`src/rtl/pipelined_ripple_adder_if.sv`:
```
// Operand/result handshake bundle for pipelined_ripple_adder.
// The producer/consumer side uses master, the adder uses slave.
interface pipelined_ripple_adder_if #(
    parameter int WIDTH = 8
);
    logic [WIDTH-1:0] a;
    logic [WIDTH-1:0] b;
    logic             cin;
    logic             sub;
    logic             in_valid;
    logic             in_ready;
    logic [WIDTH-1:0] sum;
    logic             cout;
    logic             ovf;
    logic             out_valid;
    logic             out_ready;

    modport master (
        output a, b, cin, sub, in_valid, out_ready,
        input  in_ready, sum, cout, ovf, out_valid
    );

    modport slave (
        input  a, b, cin, sub, in_valid, out_ready,
        output in_ready, sum, cout, ovf, out_valid
    );
endinterface

```
`src/rtl/pipelined_ripple_adder.sv`:
```
// WIDTH-bit add/subtract whose ripple carry chain is split into STAGES registered chunks,
// with valid/ready on both sides and a whole-pipeline stall under backpressure.
module pipelined_ripple_adder #(
    parameter int WIDTH  = 8,
    parameter int STAGES = 2
) (
    input logic                    CLK,
    input logic                    RST_N,
    pipelined_ripple_adder_if.slave io
);
    localparam int CHUNK = WIDTH / STAGES;

    generate
        if (WIDTH < 1 || (WIDTH % STAGES) != 0) begin : g_bad_params
            $error("pipelined_ripple_adder: WIDTH must be >= 1 and divisible by STAGES");
        end
    endgenerate

    logic [STAGES-1:0]            valid_q, valid_d;
    logic [STAGES-1:0]            carry_q, carry_d;
    logic [STAGES-1:0]            ovf_q, ovf_d;
    logic [STAGES-1:0][WIDTH-1:0] a_q, a_d;
    logic [STAGES-1:0][WIDTH-1:0] bx_q, bx_d;
    logic [STAGES-1:0][WIDTH-1:0] sum_q, sum_d;

    // Entry k of these is what stage k consumes: entry 0 is the input port, entry k+1 is register k.
    logic [STAGES:0]              pv_s, pc_s;
    logic [STAGES:0][WIDTH-1:0]   pa_s, pbx_s, psum_s;
    logic                         adv_s;

    // Ripples only the bits of chunk k; returns {ovf, carry out, partial sum}.
    function automatic logic [WIDTH+1:0] chunk_add(
        input logic [WIDTH-1:0] a_v,
        input logic [WIDTH-1:0] bx_v,
        input logic [WIDTH-1:0] sum_v,
        input logic             c_in,
        input int               k
    );
        logic             c;
        logic             c_msb;
        logic [WIDTH-1:0] s;
        c     = c_in;
        c_msb = 1'b0;
        s     = sum_v;
        for (int i = 0; i < WIDTH; i++) begin
            if ((i / CHUNK) == k) begin
                if (i == WIDTH - 1) begin
                    c_msb = c;
                end else begin
                    c_msb = c_msb;
                end
                s[i] = a_v[i] ^ bx_v[i] ^ c;
                c    = (a_v[i] & bx_v[i]) | (c & (a_v[i] ^ bx_v[i]));
            end else begin
                s[i] = s[i];
            end
        end
        return {c_msb ^ c, c, s};
    endfunction

    // Next-state for every stage: hold on stall, else shift, loading zeros for bubbles.
    always_comb begin
        logic [WIDTH+1:0] res;
        res    = '0;
        adv_s  = !valid_q[STAGES-1] || io.out_ready;
        pv_s   = {valid_q, io.in_valid};
        pa_s   = {a_q, io.a};
        pbx_s  = {bx_q, (io.sub ? ~io.b : io.b)};
        psum_s = {sum_q, {WIDTH{1'b0}}};
        pc_s   = {carry_q, (io.sub ? 1'b1 : io.cin)};
        valid_d = valid_q;
        carry_d = carry_q;
        ovf_d   = ovf_q;
        a_d     = a_q;
        bx_d    = bx_q;
        sum_d   = sum_q;
        for (int k = 0; k < STAGES; k++) begin
            res = chunk_add(pa_s[k], pbx_s[k], psum_s[k], pc_s[k], k);
            if (!adv_s) begin
                valid_d[k] = valid_q[k];
            end else if (pv_s[k]) begin
                valid_d[k] = 1'b1;
                a_d[k]     = pa_s[k];
                bx_d[k]    = pbx_s[k];
                sum_d[k]   = res[WIDTH-1:0];
                carry_d[k] = res[WIDTH];
                ovf_d[k]   = res[WIDTH+1];
            end else begin
                valid_d[k] = 1'b0;
                a_d[k]     = {WIDTH{1'b0}};
                bx_d[k]    = {WIDTH{1'b0}};
                sum_d[k]   = {WIDTH{1'b0}};
                carry_d[k] = 1'b0;
                ovf_d[k]   = 1'b0;
            end
        end
    end

    // Pipeline registers; reset flushes every in-flight transaction.
    always_ff @(posedge CLK) begin
        if (!RST_N) begin
            valid_q <= '0;
            carry_q <= '0;
            ovf_q   <= '0;
            a_q     <= '0;
            bx_q    <= '0;
            sum_q   <= '0;
        end else begin
            valid_q <= valid_d;
            carry_q <= carry_d;
            ovf_q   <= ovf_d;
            a_q     <= a_d;
            bx_q    <= bx_d;
            sum_q   <= sum_d;
        end
    end

    assign io.in_ready  = adv_s;
    assign io.out_valid = valid_q[STAGES-1];
    assign io.sum       = sum_q[STAGES-1];
    assign io.cout      = carry_q[STAGES-1];
    assign io.ovf       = ovf_q[STAGES-1];
endmodule

```
`src/flat_wrapper.sv`:
```
// flat-port wrapper written by rule: the top's interface ports become plain ports
module pipelined_ripple_adder_flat 
#(
    parameter int WIDTH  = 8,
    parameter int STAGES = 2
)
  (CLK, RST_N, io_a, io_b, io_cin, io_sub, io_in_valid, io_out_ready, io_in_ready, io_sum, io_cout, io_ovf, io_out_valid);
  pipelined_ripple_adder_if #(.WIDTH(WIDTH)) io_i ();
  input logic CLK;
  input logic RST_N;
  input wire logic [$bits(io_i.a)-1:0] io_a;
  input wire logic [$bits(io_i.b)-1:0] io_b;
  input wire logic [$bits(io_i.cin)-1:0] io_cin;
  input wire logic [$bits(io_i.sub)-1:0] io_sub;
  input wire logic [$bits(io_i.in_valid)-1:0] io_in_valid;
  input wire logic [$bits(io_i.out_ready)-1:0] io_out_ready;
  output wire logic [$bits(io_i.in_ready)-1:0] io_in_ready;
  output wire logic [$bits(io_i.sum)-1:0] io_sum;
  output wire logic [$bits(io_i.cout)-1:0] io_cout;
  output wire logic [$bits(io_i.ovf)-1:0] io_ovf;
  output wire logic [$bits(io_i.out_valid)-1:0] io_out_valid;
  assign io_i.a = io_a;
  assign io_i.b = io_b;
  assign io_i.cin = io_cin;
  assign io_i.sub = io_sub;
  assign io_i.in_valid = io_in_valid;
  assign io_i.out_ready = io_out_ready;
  assign io_in_ready = io_i.in_ready;
  assign io_sum = io_i.sum;
  assign io_cout = io_i.cout;
  assign io_ovf = io_i.ovf;
  assign io_out_valid = io_i.out_valid;
  pipelined_ripple_adder #(.WIDTH(WIDTH), .STAGES(STAGES)) u_core (.CLK(CLK), .RST_N(RST_N), .io(io_i));
endmodule
```
`config.mk`:
```
export PLATFORM = sky130hd
export DESIGN_NAME = pipelined_ripple_adder_flat
export DESIGN_NICKNAME = d
export VERILOG_FILES = /design/src/rtl/pipelined_ripple_adder_if.sv /design/src/rtl/pipelined_ripple_adder.sv /design/src/flat_wrapper.sv
export SDC_FILE = /design/constraint.sdc
export NUM_CORES = 1
export LEC_CHECK = 0
export ABC_AREA = 0
export BUFFER_PORTS_ARGS = -buffer_cell sky130_fd_sc_hd__buf_2
export CORE_ASPECT_RATIO = 0.5
export CORE_MARGIN = 2
export CORE_UTILIZATION = 35
export DETAILED_ROUTE_END_ITERATION = 8
export SLEW_MARGIN = 20
export SYNTH_ARGS = -nofsm -noshare
export SYNTH_HDL_FRONTEND = slang
export SYNTH_SLANG_ARGS = --single-unit
export TNS_END_PERCENT = 1
```
`constraint.sdc`:
```
create_clock -name CLK -period 2.6 [get_ports CLK]
set_input_delay 0.39 -clock CLK [delete_from_list [all_inputs] [get_ports CLK]]
set_output_delay 0.39 -clock CLK [all_outputs]
set_load 0.05 [all_outputs]
```
======== Yosys cells after proc, flatten, opt, wreduce, memory -nomap -nowiden ========
Index checks and enable logic that the tools add are counted.
operators by class
  $add $sub $neg .......................... 0
  multiply operators ...................... 0
  divide/modulo/power cells ............... 0
  $lt $le $gt $ge ......................... 0
  eq/ne operators ......................... 0
  shift operators ......................... 0
  multiplexer cells ....................... 11
  bitwise logic cells ..................... 42
  reduce and logical (&&, ||, !) cells .... 2
operators by type and width
  operator            number
  $mux W8             4
  $xor A1 B1 Y1       17
  $and A1 B1 Y1       16
  $not A8 Y8          1
  $or A1 B1 Y1        8
  $mux W1             6
  $mux W4             1
  $logic_not A1 Y1    1
  $logic_or A1 B1 Y1  1
storage, ports and cells
  register bits ........................... 34
  latch bits .............................. 0
  memory bits (writable) .................. 0
  ROM bits ................................ 0
  bits of input ports ..................... 22
  output and inout bits ................... 12
  logic and storage cells ................. 62
  memories ................................ 0

======== Logic depth before layout (Yosys ltp) ========
  word-level depth ........................ 12
  gate-level depth with buffers ........... 10
  depth with buffers taken out ............ 9

======== Least setup slack after synthesis ========
Ideal clock, no wire load.
  path kind ............................... input to register
  start point ............................. in io_sub
  end point ............................... reg u_core.sum_q (netlist bit u_core.psum_s[11])
  setup time .............................. 0.070 ns
  data arrival time ....................... 2.521 ns
  data required time ...................... 2.530 ns
  setup slack ............................. 0.009 ns
  cell stages on the path ................. 10
  cell sequence ........................... buf_2 -> or2_2 -> fa_1 -> inv_1 -> fa_1 -> inv_1 -> fa_1 -> fa_1 -> nand3_1 -> a21boi_1
between the ends
  longest elaborated chain between the ends .. 10
  elaborated cells between the ends (all ways) .. 17
  those cells by class .................... mux (3); bitwise (14)
ends and longest elaborated chain
  item                  line                           source
  start, declared       flat_wrapper.sv:14             input wire logic [$bits(io_i.sub)-1:0] io_sub;
  $mux W8               pipelined_ripple_adder.sv:68   pbx_s = {bx_q, (io.sub ? ~io.b : io.b)};
  $xor A1 B1 Y1         pipelined_ripple_adder.sv:53   c = (a_v[i] & bx_v[i]) | (c & (a_v[i] ^ bx_v[i]));
  $and A1 B1 Y1         pipelined_ripple_adder.sv:53
  $or A1 B1 Y1          pipelined_ripple_adder.sv:53
  $and A1 B1 Y1         pipelined_ripple_adder.sv:53
  $or A1 B1 Y1          pipelined_ripple_adder.sv:53
  $and A1 B1 Y1         pipelined_ripple_adder.sv:53
  $or A1 B1 Y1          pipelined_ripple_adder.sv:53
  $xor A1 B1 Y1 (*)     pipelined_ripple_adder.sv:52   s[i] = a_v[i] ^ bx_v[i] ^ c;
  $mux W4 (*)           pipelined_ripple_adder.sv:81   end else if (pv_s[k]) begin
  end signal, assigned  pipelined_ripple_adder.sv:114  sum_q <= sum_d;
  end, declared         pipelined_ripple_adder.sv:24   logic [STAGES-1:0][WIDTH-1:0] sum_q, sum_d;
Mark *: on every way between the ends. The rest lies on a longest branch, timed or not.
A chain may end at the register's enable or synchronous reset.

======== Final worst setup path ========
  start point ............................. reg u_core.bx_q[4] in the netlist's numbering
  end point ............................... reg u_core.carry_q[1]
between the ends
  longest elaborated chain between the ends .. 10
  elaborated cells between the ends (all ways) .. 11
  those cells by class .................... mux (1); bitwise (10)
ends and longest elaborated chain
  item                    line                           source
  start, declared         pipelined_ripple_adder.sv:23   logic [STAGES-1:0][WIDTH-1:0] bx_q, bx_d;
  start signal, assigned  pipelined_ripple_adder.sv:106  bx_q <= '0;
  start signal, assigned  pipelined_ripple_adder.sv:113  bx_q <= bx_d;
  $xor A1 B1 Y1           pipelined_ripple_adder.sv:53
  $and A1 B1 Y1           pipelined_ripple_adder.sv:53
  $or A1 B1 Y1 (*)        pipelined_ripple_adder.sv:53
  $and A1 B1 Y1 (*)       pipelined_ripple_adder.sv:53
  $or A1 B1 Y1 (*)        pipelined_ripple_adder.sv:53
  $and A1 B1 Y1 (*)       pipelined_ripple_adder.sv:53
  $or A1 B1 Y1 (*)        pipelined_ripple_adder.sv:53
  $and A1 B1 Y1 (*)       pipelined_ripple_adder.sv:53
  $or A1 B1 Y1 (*)        pipelined_ripple_adder.sv:53
  $mux W1 (*)             pipelined_ripple_adder.sv:81
  end signal, assigned    pipelined_ripple_adder.sv:110  carry_q <= carry_d;
  end, declared           pipelined_ripple_adder.sv:20   logic [STAGES-1:0] carry_q, carry_d;
Marks and branches as above.

==> flow_metrics.tcl <==
set metrics [dict create \
    drc_errors 0 \
    fin_worst_skew_ns 0.002938 \
    cts_hold_buf 0 \
    hold_path_end "u_core.a_q[7]" \
    place.detailed.hpwl_um 1741 \
    clkLatencyLatePin_ns 0.26 \
    io_pins 34 \
    irDropWorstVdd_v 0.0002560 \
    grt_setup_unrepaired "false" \
    async_flop_share_pct 0 \
    h-tree-depth 1 \
    yosysMostFrequentCell "dfxtp_1" \
    dr_total_vias 946 \
    antenna_found_initial 0 \
    drive_above_1_share_pct 25.93 \
    critPathRequiredTime_ns 2.80 \
    yosys.area.top_type_share_pct 37.42 \
    cts_root_buffer "clkbuf_8" \
    rows 15 \
    crit_top_cell "fa_1" \
    port-buffer-count 33 \
    synth_common_cells "dfxtp_1 (25), nand2_1 (20), a21boi_1 (17), nand3_1 (15), inv_1 (12)" \
    routedWlPerCell_um 11.30 \
    grt_pass1_wl_um 3919 \
    first_pass_iters 4 \
    drt_iter0_drc 36 \
    power_density_nw_per_um2 517.1 \
    initial_utilization_pct 37.71 \
    use_met3_pct 3.307 \
    gr-usage-met1_pct 15.90 \
    max_freq_mhz 408.0 \
    hp-class "input port to register" \
    grt_pass1_vias 858 \
    slowest_stage "fa_1" \
    pre_cts_slack_ns -0.008126 \
    avgSynthCellArea_um2 9.419 \
    synth_top_cell_by_area "dfxtp_1" \
    ant_nets 0 \
    r2r_end "u_core.carry_q[1]" \
    globalRouteMet2Util_pct 18.97 \
    ys_ff_latch 25 \
    cp-start-kind "register" \
    fp.dieArea_um2 4362 \
    viasPerCell 4.441 \
    synth-edff-count 0 \
    synth-main-ff-cell "dfxtp_1" \
    cts_setup_buffers 0 \
    routed_wirelength_um 2407 \
    yosys_warnings 0 \
    setup_tns_ns 0 \
    numCtsBuffers 3 \
    grt_use_total_pct 11.66 \
    synth.area.top_cells "dfxtp_1 (37%), fa_1 (12%), a21boi_1 (9.5%), nand2_1 (5.6%), nand3_1 (5.6%)" \
    grt_max_degree 28 \
    r2r_start "u_core.bx_q[4]" \
    gp_routability_congestion 0.7126 \
    setup_viol 0 \
    critPathArrivalTime_ns 2.65 \
    grt_overflow_total 0 \
    antenna_cells 0 \
    r2r_cells 9 \
    die_w_um 91.43 \
    nFillCells 379 \
    numClockSinks 25 \
    p_leak_nw 0.6118 \
    netlist_area_um2 1338 \
    synth.yosys.seq_area_share_pct 37.42 \
    hold_violations 0 \
    syn_nets 172 \
    chipHeight_um 47.71 \
    reg2reg_setup_slack_ns 0.15 \
    min-delay-start "io_a[7]" \
    max_slew_margin_pct 72.67 \
    max_stage_delay_ns 0.48 \
    critical_path.max_fanout 2 \
    setup_slack_ns 0.1488 \
    top_usage_layer "met2" \
    clk_pin_slew_ns 0.09 \
    synthCells 142 \
    drv_slew 0 \
    fin_crit_ns 2.451 \
    synth.distinct_cells 21 \
    worstMarginPinSlew_ns 0.4100 \
    num-nets-final 193 \
    crit_type "register to register" \
    crit_chain "inv_1 -> fa_1 -> inv_1 -> fa_1 -> inv_1 -> fa_1 -> fa_1 -> nand3b_1 -> a21boi_1" \
    maxCapViolCount 0 \
    area.growth.synth_to_final_pct 11.69 \
    clk_path_buf_depth 2 \
    holdPathStages 3 \
    period_share_pct 94.28 \
    cts_resized 0 \
    cts_tree "built" \
    core_um2 3547 \
    status "complete, no violations" \
    worstSetupEndpointType "register" \
]
-- sequential cells by signal, summed over array words and instances (netlist names) --
register,flops
u_core.ovf_q,2
u_core.valid_q,2
u_core.psum_s,4
u_core.a_q,4
u_core.io.sum,8
u_core.carry_q,1
u_core.bx_q,4
-- where the power goes --
group / total (W) / internal, W / switching, W / leakage (nW)
clock: 0.000226 / 0.000109 / 0.000116 / 0.0228
combinational: 0.000134 / 0.0000593 / 0.0000745 / 0.385
sequential: 0.000413 / 0.000401 / 0.0000123 / 0.204
-- critical path: cells and delay by family (launching register included) --
family | cells | cell delay [ns]
AO/OA/AOI/OAI | 1 | 0.14
adder cells (fa/ha/maj) | 4 | 1.52
buffers and inverters | 3 | 0.21
flip-flops | 1 | 0.34
AND/OR/NAND/NOR | 1 | 0.17
-- layout make-up --
type,count,area (µm²),share of cell area [%]
multi-input combinational,85,653.1,43.72
tap,51,63.81,4.271
sequential,25,500.5,33.50
inverter,13,51.30,3.434
timing repair buffer,35,180.2,12.06
clock buffer,4,45.04,3.015
-- how the worst max path moves through the flow --
stage                    from  cells past startpoint                end
4_1_cts        u_core.bx_q[4]                      9  u_core.carry_q[1]
6_report       u_core.bx_q[4]                      9  u_core.carry_q[1]
5_1_grt        u_core.bx_q[4]                      9    u_core.ovf_q[1]
2_1_floorplan          io_sub                     10  u_core.psum_s[11]
3_3_place_gp           io_sub                     10  u_core.psum_s[11]
3_5_place_dp           io_sub                     10  u_core.psum_s[11]
-- per-layer routing --
metal,up-vias,share of wire (%)
met5,-,0
met4,0,0
met3,0,3.6
met2,21,41
met1,437,56
li1,488,-
-- cells by family after synthesis --
logic type                 synth area share, %
and+or+nand+nor                          16.37
buffers and inverters                    13.75
DFF                                      37.42
AOI/OAI and AO/OA                        14.59
xor gates and xnor gates                 5.894
adders and majority gates                11.97
-- cells in the final DEF, fill, tap and decap left out --
cell type   n
buf_2      33
dfxtp_1    25
nand2_1    20
a21boi_1   17
nand3_1    15
inv_1      12
fa_1        8
xor2_1      7
nand3b_1    5
a32o_1      4
clkbuf_8    3
xnor2_1     2
a21boi_0    2
buf_4       2
nor2b_4     1
inv_4       1
or2_2       1
and3_4      1
o21ai_0     1
o21a_1      1
clkbuf_1    1
-- per-stage QoR --
stage                     hold WS, ns  total power, W  utilization [%]  area (µm²)  std cells
final                          0.3888       0.0007725            42.12        1494        213
after floorplan                0.4308       0.0005197                -        1338        142
after detailed placement       0.4411       0.0005574            40.85        1449        209
after global routing           0.4022       0.0008130            42.12        1494        213
after global placement         0.4367       0.0005555            40.85        1449        209
after CTS                      0.3858       0.0007836            42.12        1494        213
No activity file was read; power rests on OpenSTA's default activity.
